[config.mk]
export PLATFORM = sky130hd
export DESIGN_NAME = alu_result_stage
export DESIGN_NICKNAME = d
export VERILOG_FILES = /design/src/rtl/alu_stage_pkg.sv /design/src/rtl/sat_counter.sv /design/src/rtl/alu_result_stage.sv
export SDC_FILE = /design/constraint.sdc
export NUM_CORES = 1
export LEC_CHECK = 0
export CORE_UTILIZATION = 38
export CTS_CLUSTER_SIZE = 12
export DETAILED_ROUTE_END_ITERATION = 16
export PLACE_DENSITY = 0.76
export SKIP_CTS_REPAIR_TIMING = 1
export SLEW_MARGIN = 20
export SYNTH_ARGS = -nofsm -noshare
export SYNTH_HDL_FRONTEND = slang
export SYNTH_HIERARCHICAL = 1
export SYNTH_SLANG_ARGS = --single-unit
[constraint.sdc]
create_clock -name Clock -period 1.9 [get_ports Clock]
set_input_delay 0.19 -clock Clock [delete_from_list [all_inputs] [get_ports Clock]]
set_output_delay 0.19 -clock Clock [all_outputs]
set_load 0.02 [all_outputs]
[src/rtl/alu_stage_pkg.sv]
// rtl/alu_stage_pkg.sv - shared types and defaults for the ALU result stage
// Holds the stage FSM encoding, default widths and the counter ceiling.
package alu_stage_pkg;

  localparam int DATA_W_DEF = 8;
  localparam int B_W_DEF    = 4;
  localparam int CNT_W_DEF  = 4;

  localparam logic [CNT_W_DEF-1:0] CNT_MAX = '1;

  typedef enum logic {
    EMPTY = 1'b0,
    FULL  = 1'b1
  } stage_state_t;

endpackage

[src/rtl/sat_counter.sv]
// rtl/sat_counter.sv - saturating up-counter
// Ports: Clock, Reset_b (sync, active-low), inc (count one event), count (current value).
module sat_counter #(
  parameter int CNT_W = 4
) (
  input  logic             Clock,
  input  logic             Reset_b,
  input  logic             inc,
  output logic [CNT_W-1:0] count
);

  localparam logic [CNT_W-1:0] MAX_VAL = '1;

  always_ff @(posedge Clock) begin
    if (!Reset_b) begin
      count <= '0;
    end else if (inc && (count != MAX_VAL)) begin
      count <= count + 1'b1;
    end
  end

endmodule

[src/rtl/alu_result_stage.sv]
// rtl/alu_result_stage.sv - registered, handshaked output stage behind the 4-bit ALU
// Ports: Clock, Reset_b (sync, active-low); alu_in/in_valid/in_ready capture side;
// clr clears the held result; result/acc_b/out_valid/out_ready present the held value;
// op_count counts accepts (saturating); zero flags a held value of 0.
module alu_result_stage
  import alu_stage_pkg::*;
#(
  parameter int DATA_W = DATA_W_DEF,
  parameter int B_W    = B_W_DEF,
  parameter int CNT_W  = CNT_W_DEF
) (
  input  logic              Clock,
  input  logic              Reset_b,
  input  logic [DATA_W-1:0] alu_in,
  input  logic              in_valid,
  output logic              in_ready,
  input  logic              clr,
  output logic [DATA_W-1:0] result,
  output logic [B_W-1:0]    acc_b,
  output logic              out_valid,
  input  logic              out_ready,
  output logic [CNT_W-1:0]  op_count,
  output logic              zero
);

  stage_state_t      state;
  logic [DATA_W-1:0] r_q;
  logic              zero_q;
  logic              accept;
  logic              count_inc;

  // Ready while FULL if the consumer drains this cycle, giving a pass-through accept.
  assign in_ready = (state == EMPTY) | out_ready;
  assign accept   = in_valid & in_ready;
  // clr drops a concurrent accept, so it must not be counted either.
  assign count_inc = accept & ~clr;

  always_ff @(posedge Clock) begin
    if (!Reset_b) begin
      state  <= EMPTY;
      r_q    <= '0;
      zero_q <= 1'b1;
    end else if (clr) begin
      state  <= EMPTY;
      r_q    <= '0;
      zero_q <= 1'b1;
    end else if (accept) begin
      state  <= FULL;
      r_q    <= alu_in;
      zero_q <= (alu_in == '0);
    end else if ((state == FULL) && out_ready) begin
      // Drained: R is retained so the display keeps the last value.
      state <= EMPTY;
    end
  end

  sat_counter #(
    .CNT_W (CNT_W)
  ) u_op_counter (
    .Clock   (Clock),
    .Reset_b (Reset_b),
    .inc     (count_inc),
    .count   (op_count)
  );

  assign result    = r_q;
  // Taken from the register so the ALU->stage->ALU loop is always broken by R.
  assign acc_b     = r_q[B_W-1:0];
  assign out_valid = (state == FULL);
  assign zero      = zero_q;

endmodule

==> results.md <==
Finish:
- The most common cell after layout, fill and taps aside is clkdlybuf4s50_1.
- The layout net count is 121.
- From synthesis to final layout, the design area changed by 51.8%.
- With fillers left out, the area of the finished cells amounts to 972 sq um.
- After the flow finishes, the layout carries non-filler instances totaling about 120.
- Cells with a size suffix above 1 make up 12.4% of the layout.
- In the final layout, the multi-input gates occupy around 300 sq um.
- The top cell types in the final layout, fill and taps aside, are clkdlybuf4s50_1 (31), dfxtp_1 (14), a21oi_1 (10).
- Summing all flip-flop and latch instances after layout gives 280 sq um.
- The filler cells instantiated in the layout total 146.
- 0 antenna diodes ended up in the layout.

Yosys:
- The share of the synthesized netlist area taken by xor and xnor gates is 0%.
- Summing the areas of all and, or, nand and nor instances in the mapped netlist gives 23.2% of the synthesized area.
- In this run, synthesis inferred 0 flip-flops with an integrated enable.
- The number of nets in the synthesized netlist is 89.
- The part of the Yosys area used for sequential elements is 43.7%.
- The cell accounting for the most synthesized area is dfxtp_1.
- The compound-cell area share of the yosys netlist is a little under a fifth.
- The area of the mapped netlist is 641 sq um.
- Counting flops with an async set or reset pin after synthesis yields a share of 0%.
- The mean area per synthesized cell is approximately 8.5 sq um.
- In the synthesized netlist the dominant register cell turns out to be dfxtp_1.
- The instance count of the mapped netlist is 75.
- The area fraction of the dominant cell type after synthesis is between 40 and 50%.
- Measured against the total synthesized area, the mux share comes to 3.13%.
- The combinational family with the most area after synthesis is simple AND/OR/NAND/NOR gates.
- The synthesis-stage register bit count is 14.
- Yosys attributes the largest share of cell area to dfxtp_1 (44%), a21oi_1 (7.8%), nand3_1 (7.0%).
- The Yosys step of the flow raised 6 warnings.
- The count of unique library cells instantiated by Yosys is 23.
- The synthesized-area fraction occupied by adder cells is slightly below 2%.

Detailed routing:
- In this run, the number of DRC markers left after iteration 0 of detailed routing was 9.
- The routed via count divided by cell count is 5.21.
- The total routed wirelength is 1470 microns.
- After detailed routing, the number of remaining DRC violations is 0.
- After detailed routing, the average wire length per cell comes to 12.2 microns.
- The number of vias in the routed layout is 630.
- The detail route stage leaves a number of antenna-violating nets equal to 0.
- The first TritonRoute pass finished after 3 iterations.

GRT:
- The largest net degree at the start of global routing is 11.
- For this run, the total global-route usage over all layers was measured as 17.3%.
- The via count of the first global-routing pass is 543.
- Summed over all layers, the global routing overflow is 0.
- The first global-routing pass estimated 2360 microns of wire.
- The initial antenna violation count is 0.

Setup path:
- The delay of the slowest cell on the worst path is 0.53 ns.
- The startpoint type of the worst setup path is a flip-flop.
- The critical path data required time is 1.71 ns.
- The slowest stage of the critical path is the clkdlybuf4s50_1 cell.
- STA classifies the critical path endpoint as a primary output.
- The critical path goes through nor2b_1, inv_2, clkdlybuf4s50_1.
- The critical path is of the flip-flop to primary output type.
- The critical-path maximum fanout is 3.
- The arrival time of data at the critical path endpoint is 1.41 ns.

Power:
- Across the VDD grid, the largest voltage drop is approximately 0.00041 V.
- The part of the power in the clock network is 27.8%.
- The leakage power is 0.363 nW.
- The power density over the cells is approximately 600 nW/um^2.
- The fraction of power consumed by combinational cells is a little under a fifth.
- The internal power of the cells totals roughly 0.00044 W.
- Of the total power, the share spent switching nets is 25.3%.
- The register share of total power is around 53%.
- The switching power total is 0.000148 W.

STA:
- The final count of pins violating max slew was 0.
- Setup repair after global routing left no endpoint under its margin.
- In this run the tightest slew margin relative to its limit is 83.6%.
- In the final timing run, aggregate negative setup slack is 0 ns.
- The share of the clock period used by the worst path after layout is between 80% and 90%.
- The transition time at the pin with the least slew margin is 0.245 ns.
- The number of failing hold endpoints at the final stage is 0.
- In the post-route analysis, the smallest setup slack over all paths is 0.300 ns.
- The final clock skew is 0.00433 ns.
- The number of setup violations in the final report is 0.
- Timing would allow up to 0.625 GHz.
- The routed design could run at a clock period as short as 1.60 ns.

Placed design:
- The number of cells after detailed placement is 118.
- At the end of routability-driven placement, the weighted congestion stood at between 0.8 and 0.9.
- After detailed placement, the total cell area comes to 950 sq um.
- The half-perimeter wire length of the detailed placement result is 1090 microns.
- The worst slack after detailed placement is 0.240 ns.
- During placement, the flow inserted port buffers numbering 31.

CTS:
- The clock insertion delay at the later pin of the skew report is 0.28 ns.
- The number of clock sinks seen by CTS is 14.
- The tree is rooted in a clkbuf_4.
- The clock transition at the registers of the reported paths is 0.07 ns.
- The number of buffers on the longest clock path is 2.
- The depth of the CTS H-tree is 1.
- The clock tree from TritonCTS is done.
- The total CTS buffers is 3.

Floorplan:
- The initial utilization of the core area, before any placement, comes to between 40 and 50%.
- After floorplanning, the core was divided into 14 placement rows.
- The floorplan die width is between 40 and 50 microns.
- The area of the core is 1540 sq um.
- The floorplan step defined a die boundary enclosing 1850 sq um.
- The die extent in y is 43.1 microns.
- The number of ports placed on the die boundary is 32.

Hold path:
- The type of the tightest min-delay check is flip-flop to flip-flop.

Run:
- The count of maximum capacitance violations is 0.

Outcome:
- The run finished with clean final reports.
flip-flops by register name, summed over array words and instances (netlist names):
| register | cells |
|---|---|
| result | 8 |
| u_op_counter/count | 4 |
| out_valid | 1 |
| zero | 1 |
through the flow:
step	total power, W	utilization [%]	hold WS [ns]
after floorplan	0.000369	-	0.304
after global placement	0.000428	61.6	0.465
after detailed placement	0.000429	61.6	0.463
after CTS	0.000589	63.1	0.478
after global routing	0.000613	63.1	0.496
final	0.000585	63.1	0.473
worst paths after layout:
check | start | end | slack (ns) | cells past startpoint
worst max-delay path | out_valid$_SDFFE_PP0P_ | in_ready | 0.30 | 3
worst min-delay path | result[6]$_SDFFE_PP0P_ | result[6]$_SDFFE_PP0P_ | 0.47 | 2
worst max register to register | out_valid$_SDFFE_PP0P_ | u_op_counter/count[3]$_SDFFE_PN0P_ | 0.50 | 7
worst min register to register | result[6]$_SDFFE_PP0P_ | result[6]$_SDFFE_PP0P_ | 0.47 | 2
critical path, delay by kind of cell, from the launching register on:
family	cells	cell delay [ns]
simple gates	1	0.21
flops	1	0.32
buf+inv	2	0.60
layout make-up:
cell class / count / area share [%]
repair buffers: 35 / 35.0
flip-flops and latches: 14 / 28.8
multi-input cells: 50 / 30.6
clock buffers: 3 / 2.32
inverters: 3 / 1.16
well taps: 16 / 2.06
synthesized netlist by cell type, types with 2 or more instances:
cell,count
nor2_1,2
buf_2,2
a21oi_1,10
inv_2,2
nand3_1,9
mux2i_1,2
nand2b_1,2
o21ai_0,8
buf_4,5
nand2_1,7
dfxtp_1,14
power by group through the flow:
stage | registers, W | logic, W | clock network, W
4_1_cts | 0.000310 | 0.000113 | 0.000165
3_3_place_gp | 0.000317 | 0.000112 | 0
6_report | 0.000310 | 0.000112 | 0.000163
3_5_place_dp | 0.000317 | 0.000112 | 0
2_1_floorplan | 0.000329 | 0.0000407 | 0
5_1_grt | 0.000312 | 0.000121 | 0.000181
cell families after synthesis:
kind of cell               count (synthesis)
DFF                                       14
muxes                                      2
and+or+nand+nor                           26
AOI/OAI and AO/OA                         21
adders and majority gates                  1
buffers and inverters                     11
layer usage:
layer | wire, microns | vias to the layer above | part of all wire [%] | GRT usage [%]
li1 | - | 321 | - | -
met1 | 614 | 275 | 42 | 20.2
met5 | 0 | - | 0 | 0
met4 | 31 | 0 | 2.1 | 10.9
met3 | 137 | 5 | 9.3 | 5.11
met2 | 690 | 29 | 47 | 27.3
(Power assumes the default switching activity.)
